## src/rtl/systolic_feeder.sv

```systemverilog
// Edge feeder for an NxN systolic multiply array: buffers A and B, then streams
// diagonally skewed operand wavefronts onto the array's left and top edges.
`timescale 1ns / 1ps

module systolic_feeder #(
    parameter int unsigned N  = 4,
    parameter int unsigned DW = 32,
    parameter int unsigned AW = $clog2(N * N)
) (
    input  logic            clk_i,
    input  logic            rst_ni,
    input  logic            wr_valid_i,
    output logic            wr_ready_o,
    input  logic            wr_sel_i,
    input  logic [AW-1:0]   wr_addr_i,
    input  logic [DW-1:0]   wr_data_i,
    input  logic            start_i,
    output logic            busy_o,
    output logic            done_o,
    output logic            array_rst_no,
    output logic [N*DW-1:0] left_o,
    output logic [N*DW-1:0] up_o
);

    localparam int unsigned TW = $clog2(2 * N);
    localparam logic [TW-1:0] LastStep  = TW'(2 * N - 2);
    localparam logic [TW-1:0] LastDrain = TW'(N - 2);

    typedef enum logic [2:0] {
        StIdle,
        StClear,
        StStream,
        StDrain,
        StDone
    } state_e;

    state_e state_q, state_d;
    logic [TW-1:0] t_q, t_d;

    logic            busy_q;
    logic            done_q;
    logic            arst_n_q;
    logic [N*DW-1:0] left_q, left_d;
    logic [N*DW-1:0] up_q, up_d;

    // Operand storage is deliberately not reset so it survives resets between runs.
    logic [DW-1:0] mem_a [N*N];
    logic [DW-1:0] mem_b [N*N];

    logic addr_ok;
    logic wr_en;

    assign wr_ready_o = (state_q == StIdle);
    assign addr_ok    = ({{(32 - AW){1'b0}}, wr_addr_i} < 32'(N * N));
    assign wr_en      = wr_valid_i && wr_ready_o && addr_ok;

    always_ff @(posedge clk_i) begin
        if (wr_en) begin
            if (wr_sel_i) begin
                mem_b[wr_addr_i] <= wr_data_i;
            end else begin
                mem_a[wr_addr_i] <= wr_data_i;
            end
        end
    end

    always_comb begin
        state_d = state_q;
        t_d     = t_q;
        unique case (state_q)
            StIdle: begin
                if (start_i) begin
                    state_d = StClear;
                end
            end
            StClear: begin
                state_d = StStream;
                t_d     = '0;
            end
            StStream: begin
                if (t_q == LastStep) begin
                    state_d = StDrain;
                    t_d     = '0;
                end else begin
                    t_d = t_q + 1'b1;
                end
            end
            StDrain: begin
                if (t_q == LastDrain) begin
                    state_d = StDone;
                    t_d     = '0;
                end else begin
                    t_d = t_q + 1'b1;
                end
            end
            StDone: begin
                state_d = StIdle;
            end
            default: begin
                state_d = StIdle;
                t_d     = '0;
            end
        endcase
    end

    // Edge operands are precomputed for the step the FSM is about to enter.
    always_comb begin
        int k;
        k      = 0;
        left_d = '0;
        up_d   = '0;
        if (state_d == StStream) begin
            for (int i = 0; i < int'(N); i++) begin
                k = int'(t_d) - i;
                if (k >= 0 && k < int'(N)) begin
                    left_d[i*DW +: DW] = mem_a[AW'(i * int'(N) + k)];
                    up_d[i*DW +: DW]   = mem_b[AW'(k * int'(N) + i)];
                end
            end
        end
    end

    always_ff @(posedge clk_i) begin
        if (!rst_ni) begin
            state_q  <= StIdle;
            t_q      <= '0;
            busy_q   <= 1'b0;
            done_q   <= 1'b0;
            arst_n_q <= 1'b0;
            left_q   <= '0;
            up_q     <= '0;
        end else begin
            state_q  <= state_d;
            t_q      <= t_d;
            busy_q   <= (state_d != StIdle);
            done_q   <= (state_d == StDone);
            arst_n_q <= (state_d != StClear);
            left_q   <= left_d;
            up_q     <= up_d;
        end
    end

    assign busy_o       = busy_q;
    assign done_o       = done_q;
    assign array_rst_no = arst_n_q;
    assign left_o       = left_q;
    assign up_o         = up_q;

endmodule
```

## config.mk

```make
export PLATFORM = sky130hd
export DESIGN_NAME = systolic_feeder
export DESIGN_NICKNAME = d
export VERILOG_FILES = /design/src/rtl/systolic_feeder.sv
export SDC_FILE = /design/constraint.sdc
export NUM_CORES = 1
export LEC_CHECK = 0
export CAP_MARGIN = 20
export CORE_MARGIN = 3
export CORE_UTILIZATION = 32
export DETAILED_ROUTE_END_ITERATION = 8
export PLACE_DENSITY_LB_ADDON = 0.2
export SLEW_MARGIN = 15
export SYNTH_ARGS = -nofsm -noshare
export SYNTH_HDL_FRONTEND = slang
export SYNTH_SLANG_ARGS = --single-unit
```

## constraint.sdc

```tcl
create_clock -name clk_i -period 13.1 [get_ports clk_i]
set_clock_uncertainty 0.2 [all_clocks]
set_input_delay 2.62 -clock clk_i [delete_from_list [all_inputs] [get_ports clk_i]]
set_output_delay 2.62 -clock clk_i [all_outputs]
set_load 0.05 [all_outputs]
```

Yosys cells after proc, flatten, opt, wreduce, memory -nomap -nowiden. Memories as Yosys holds them, arrays and structs flattened. A register that Yosys moved wholly into a read port is not among the register bits. Cells that the tools add are included.

Logic and storage cells: 67. Memories kept: 2. Memory bits (writable): 1024. Output and inout port bits: 260. Flip-flop bits (word level): 9.

Memory list: mem_a (depth 16, width 32, read ports 4, clocked after memory_dff 4, write ports 1, line 47) `logic [DW-1:0] mem_a [N*N];`; mem_b (depth 16, width 32, read ports 4, clocked after memory_dff 4, write ports 1, line 48) `logic [DW-1:0] mem_b [N*N];`.

Add/sub/neg operators: 10. Reductions and logical operators: 20. Multiplexer cells: 13. $lt $le $gt $ge: 8. Eq/ne operators: 9.

Operators with widths (count): $mux 3 (5); $eq 3x2->1 const B (4); $ge 4x1->1 const B (3); $lt 4x4->1 const B (3); $pmux 3 s4 (1); $reduce_and 3->1 (4); $eq 3x3->1 const B (3); $pmux 3 s3 (1); $add 4x3->4 const B (2); $add 4x4->4 const A (2); $logic_not 1->1 (8); $sub 3x2->4 const B (2); $mux 1 (6); $logic_and 1x1->1 (5); $add 3x4->4 const A (1); $add 4x2->4 const B (1); $sub 3x1->4 const B (1); $add 3x1->3 const B (1); $eq 3x1->1 const B (1); $ge 3x1->1 const B (1); $logic_not 3->1 (1); $lt 3x3->1 const B (1); $ne 3x1->1 const B (1); $reduce_bool 3->1 (1); $reduce_or 2->1 (1).

Longest topological paths before layout. Gate-level depths: netlist (run 1).

Depth after elaboration: 8. Depth in mapped cells: 18. Gate-level depth less buffers: 13.

Worst setup path before layout (run 1). No wires, ideal clock.

Path kind: input port to flip-flop. From: input wr_addr_i[0]. To: memory mem_a[1][0] (enable). Data arrival time: 5588 ps. Required time: 12439 ps. Stages on the path: 4. Slack: 6851 ps. Path buffers: 1. Cells stage by stage: clkbuf_1 > nand2b_1 > or3_1 > nor3_1.

RTL lines: start, declared (line 15) `input logic [AW-1:0] wr_addr_i,`; end, declared (line 47).

No word-level cell before the write port.

Worst setup path in the final report (run 1).
From: register t_q[0]. To: register left_q[35] (netlist: left_o[35]) (read register of mem_a).

Longest elaborated chain between the ends: 8. Elaborated cells on any way between the ends: 17. Those cells by class: 3 x add/sub; 2 x order compare; 3 x eq/ne; 6 x mux; 3 x reduce/logical.

Ends and longest elaborated chain: start, declared (line 38) `logic [TW-1:0] t_q, t_d;`; start signal, assigned (line 134) `t_q <= t_d;`; $add 3x1->3 (tied with other cells) (line 85, 93); $mux 3, on equally long branches (line 89, 81); $pmux 3 s3 (line 70) `unique case (state_q)`; $sub 3x1->4 (line 114) `k = int'(t_d) - i;`; $ge 4x1->1 or $lt 4x4->1 (tied branches) (line 115) `if (k >= 0 && k < int'(N)) begin`; $logic_and 1x1->1 (line 115); $reduce_and 3->1 (no source line); $logic_not 1->1 (no source line); end, declared (line 43) `logic [N*DW-1:0] left_q, left_d;`.

Several ways; a longest one is shown, not always the timed one. A chain may end at the register's enable or synchronous reset.

==> results.toml, run 1 <==
[sta]
rsz0062_at_grt = "false"
period_needed_ns = 5.86
drv_slew = 0
fin_tns_setup_ns = 0
fin_ws_ns = 7.24
max_freq_mhz = 171
fin_worst_hold_slack_ns = 0.437
report.final.setup_viol = 0
min_period_over_period_pct = 44.8
final_hold_viol_count = 0
worst_slew_margin_rel_pct = 22.9
worst_tran_pin_value_ns = 1.16

[clock_tree]
cts_repair_resize_count = 0
clk_root_buffer_cell = "clkbuf_16"
cts.sink_count = 1289
clkTransAtPathRegs_ns = 0.06
cts-root-to-sink-buffers = 3
clkLatencyLatePin_ns = 0.78
cts_htree_levels = 4
cts_setup_buffers = 0
cts_hold_buffers = 0
tritoncts = "done"
cts_inserted_buffers = 143

[hold_path]
whs_path_depth = 1
worst_hold_path_type = "flop to flop"

[finish]
fillCellCount = 14300
syn2layout_area_growth_pct = 20.8
final_design_area_no_fill_um2 = 62200
multi_input_logic_area_um2 = 14900
final_common_cell = "edfxtp_1"
layout.cells.most_common_list = "edfxtp_1 (1024), mux4_2 (416), clkdlybuf4s50_1 (293)"
fin_util_pct = 39.1
final_nets = 3109
instances_no_fill = 5332
seqCellArea_um2 = 36100
share_of_layout_cells_above_drive_strength_1_pct = 24.4

[global_route]
grt_pass1_vias = 29300
first_pass_grt_wire_length_mm = 215
grt_start_max_net_pins = 145
grt_antenna_before_repair = 10
grt_use_total_pct = 17.8
grt_overflow = 0

[yosys]
synth_warnings = 0
synth.area.top_cells = "edfxtp_1 (60%), mux4_2 (18%), dfxtp_1 (10%)"
synth.distinct_cells = 40
postSynthAreaPerCell_um2 = 19.0
postSynthRegisterBits = 1289
synth-seq-area-share_pct = 70.0
postSynthCellCount = 2711
syn_area_um2 = 51500
synthesis.nets = 2761
synth_top_area_share_pct = 59.7
synth_area_leader = "edfxtp_1"

[pwr]
leakage_power_summed_over_all_cells_nw = 20.2
power-per-cell-area_nw_per_um2 = 161
vdd.ir_drop.worst_mv = 0.130
sw_frac_of_total_pct = 25.2
share_seq_of_total_power_pct = 44.6
post-layout-total-power_mw = 10.0
power_frac_clock_pct = 39.5
pwr-share-comb_pct = 15.9
power_report.internal_total_mw = 7.50
switching_power_mw = 2.53

[floorplanning]
std_cell_rows = 146
die_area_um2 = 166000
die_w_um = 407
placeableCoreArea_um2 = 159000
initial_core_util_pct = 32.4
dieHeight_um = 407
top_level_ports = 301

[outcome]
status = "completed"

[route]
drt-total-wl_mm = 149
detailroute.via_count = 28000
post-route-drc-count = 0
drt_iter0_markers = 2795
drt_pre_antenna_iters = 5
avgViaCountPerCell = 5.26
wire_per_inst_um = 28.0
final_antenna_net_count = 0

[setup_path]
kind_of_end_point_of_the_critical_path = "flop"
timing.critical_path.fanout_max = 78
cp_data_arrival_time_ns = 6.26
path_class = "flop to flop"
critical_path_required_ns = 13.50
r2r_cells = 12
startpoint_class = "flop"

[place]
dpl_cell_area_um2 = 57500
gp_congestion = 0.780
hpwl_mm = 88.5
total_placed_cells_including_tap_cells = 5059
dp_slack_ns = 7.01
placement.io_buffers = 300

[run]
drv_cap = 0
-- critical path: stages, from the launching register on --
cell and delay (ns):
dfxtp_1 0.35, inv_1 0.10, ha_1 0.25, a21boi_1 0.21
or3_1 0.19, nand2_4 0.10, inv_8 0.49, buf_4 0.78
buf_4 0.86, buf_4 0.87, mux4_2 0.60, mux2i_1 0.23
o22ai_1 0.13
-- sequential cells by signal, indices dropped and copies added (netlist names) --
register / flops
mem_a: 512
mem_b: 512
left_o: 128
up_o: 128
state_q: 3
t_q: 3
array_rst_no: 1
busy_o: 1
done_o: 1
-- synth_stat cells, drive strengths merged --
| master | count |
|---|---|
| a21boi | 2 |
| a22oi | 1 |
| a31oi | 33 |
| a32oi | 32 |
| and2 | 69 |
| and3 | 34 |
| and3b | 2 |
| and4b | 1 |
| buf | 80 |
| clkbuf | 104 |
| dfxtp | 265 |
| edfxtp | 1024 |
| ha | 9 |
| inv | 5 |
| mux2 | 1 |
| mux2i | 160 |
| mux4 | 416 |
| nand2 | 206 |
| nand2b | 12 |
| nand3 | 34 |
| nand3b | 1 |
| nor2 | 32 |
| nor2b | 99 |
| nor3 | 11 |
| nor3b | 1 |
| nor4b | 2 |
| o21a | 1 |
| o21bai | 2 |
| o22a | 1 |
| o22ai | 64 |
| o31a | 1 |
| or3 | 4 |
| xnor2 | 2 |
-- cells by family (layout without fill, tap and decap cells) --
logic type,Yosys count,after routing,synth area share (%)
adders and majority gates,9,9,0.219
and+or+nand+nor,508,508,4.95
xor gates and xnor gates,2,2,0.0340
buffers and inverters,189,656,1.67
muxes,577,577,21.3
other,0,8,0
DFF,1289,1289,70.0
AOI/OAI and AO/OA,137,137,1.84
-- power by group through the flow --
stage	Combinational, mW	Sequential [mW]	Clock, mW
CTS	1.62	4.47	4.08
finish	1.59	4.47	3.97
global route	1.71	4.47	4.24
detailed placement	1.62	4.56	0
floorplan	1.12	4.61	0
global placement	1.59	4.56	0
-- metal layers --
layer	up-vias	track usage (%)	part of all wire (%)
li1	11700	-	-
met2	1120	29.0	49
met5	-	0	0.0087
met4	2	5.66	2.7
met3	250	3.66	6.9
met1	15000	23.8	42
-- final cells by class --
type / count / area share [%]
Tap cell: 2146 / 4.32
Clock buffer: 197 / 6.44
Sequential cell: 1289 / 57.9
Multi-Input combinational cell: 1233 / 24.0
Inverter: 5 / 0.0503
Antenna cell: 8 / 0.0322
Clock inverter: 67 / 1.05
Timing Repair Buffer: 387 / 6.20
-- worst paths after layout --
| path | start | end | slack (ns) |
|---|---|---|---|
| worst max-delay path | t_q[0] | left_o[35] | 7.24 |
| worst min-delay path | state_q[2] | done_o | 0.44 |
| worst max register to register | t_q[0] | left_o[35] | 7.24 |
| worst min register to register | state_q[2] | done_o | 0.44 |
Note: power is estimated with default switching activity, not from simulation.
==> run 2: changes to the inputs <==
==> constraint.sdc (replaced) <==
create_clock -name clk_i -period 6.11 [get_ports clk_i]
set_clock_uncertainty 0.2 [all_clocks]
set_input_delay 1.222 -clock clk_i [delete_from_list [all_inputs] [get_ports clk_i]]
set_output_delay 1.222 -clock clk_i [all_outputs]
set_load 0.05 [all_outputs]
==> run 2 against run 1 <==
Register-to-register slack worse by 5.6 ns. Routed wire length is 1.5% higher. Global-route usage is 0.18 points higher. Non-clock buffer count is 13 higher. Sequential cell count stayed put. Utilization is 0.057 points higher. Design area is 0.15% higher.
==> results.toml, run 2 (synthesized netlist as in run 1, its figures left out) <==
[clock_tree]
cts.sink_count = 1289
cts_hold_buffers = 0
clkTransAtPathRegs_ns = 0.06
clk_root_buffer_cell = "clkbuf_16"
clkLatencyLatePin_ns = 0.78
tritoncts = "done"
cts-root-to-sink-buffers = 3
cts_repair_resize_count = 0
cts_setup_buffers = 0
cts_inserted_buffers = 144
cts_htree_levels = 4

[setup_path]
critical_path_required_ns = 6.54
cp_data_arrival_time_ns = 4.89
path_class = "flop to flop"
kind_of_end_point_of_the_critical_path = "flop"
startpoint_class = "flop"
timing.critical_path.fanout_max = 47

[sta]
final_hold_viol_count = 0
report.final.setup_viol = 0
min_period_over_period_pct = 73.0
worst_slew_margin_rel_pct = 23.3
drv_slew = 0
period_needed_ns = 4.46
rsz0062_at_grt = "false"
fin_tns_setup_ns = 0
worst_tran_pin_value_ns = 1.15
max_freq_mhz = 224

[floorplanning]
std_cell_rows = 146
die_area_um2 = 166000
top_level_ports = 301
initial_core_util_pct = 32.4
dieHeight_um = 407
die_w_um = 407
placeableCoreArea_um2 = 159000

[pwr]
power-per-cell-area_nw_per_um2 = 345
post-layout-total-power_mw = 21.5
vdd.ir_drop.worst_mv = 0.302
leakage_power_summed_over_all_cells_nw = 20.3

[finish]
fillCellCount = 14300
biggestRegsByFlops = "mem_a: 512 flops, mem_b: 512 flops"
final_design_area_no_fill_um2 = 62300
seqCellArea_um2 = 36100
layout.cells.most_common_list = "edfxtp_1 (1024), mux4_2 (416), clkdlybuf4s50_1 (293)"
multi_input_logic_area_um2 = 14900
share_of_layout_cells_above_drive_strength_1_pct = 24.8
final_common_cell = "edfxtp_1"
syn2layout_area_growth_pct = 20.9
final_nets = 3123

[global_route]
grt_overflow = 0
grt_pass1_vias = 29400
grt_antenna_before_repair = 8
first_pass_grt_wire_length_mm = 217
grt_start_max_net_pins = 99
grt_use_total_pct = 18.0

[place]
hpwl_mm = 91.2
dpl_cell_area_um2 = 57600
placement.io_buffers = 300
gp_congestion = 0.776

[route]
detailroute.via_count = 28300
avgViaCountPerCell = 5.30
wire_per_inst_um = 28.4
final_antenna_net_count = 0
drt_pre_antenna_iters = 5
drt-total-wl_mm = 152
drt_iter0_markers = 2690
post-route-drc-count = 0

[run]
drv_cap = 0

[outcome]
status = "completed"

[hold_path]
worst_hold_path_type = "flop to flop"
[run 2: worst max-delay path: stages (launching register included)]
cell and delay [ns]:
dfxtp_1 0.35, inv_1 0.07, ha_1 0.25, a21boi_1 0.20, or3_1 0.19, nand2_4 0.17
inv_8 0.41, buf_4 0.70, buf_4 0.73, mux4_2 0.60, mux2i_1 0.24, o22ai_1 0.12
[run 2: layer usage]
metal / GRT usage, % / vias up / share of wire, %
li1: - / 11700 / -
met1: 24.2 / 15100 / 42
met2: 29.4 / 1285 / 49
met3: 3.48 / 251 / 7.1
met4: 5.51 / 0 / 2.7
met5: 0 / - / 0
[run 2: cell type report]
class                   count  share of cell area [%]
flip-flops and latches   1289                    57.9
multi-input cells        1233                    23.9
clock inverters            60                   0.988
inverters                   5                  0.0502
clock buffers             207                    6.52
diodes                      5                  0.0201
well taps                2146                    4.31
repair buffers            400                    6.31
[run 2: worst paths after layout]
path	startpoint	endpoint	depth (start not counted)	slack, ns
hold / removal	state_q[2]	state_q[2]	1	0.44
setup reg to reg	t_q[0]	left_o[50]	11	1.65
setup / recovery	t_q[0]	left_o[50]	11	1.65
hold reg to reg	state_q[2]	state_q[2]	1	0.44
[run 2: power by group]
| part | total (mW) | internal [mW] | switching (mW) |
|---|---|---|---|
| combinational | 3.42 | 1.59 | 1.84 |
| clock | 8.50 | 4.87 | 3.63 |
| sequential | 9.59 | 9.55 | 0.0447 |
[run 2: through the flow]
stage / std cells / setup slack (ns) / utilization (%) / hold slack, ns
after floorplan: 2711 / 0.900 / - / 0.363
after global placement: 5063 / 1.43 / 36.1 / 0.415
after detailed placement: 5071 / 1.48 / 36.2 / 0.418
after CTS: 5338 / 1.54 / 39.1 / 0.437
after global routing: 5340 / 1.26 / 39.2 / 0.450
final: 5345 / 1.65 / 39.2 / 0.441
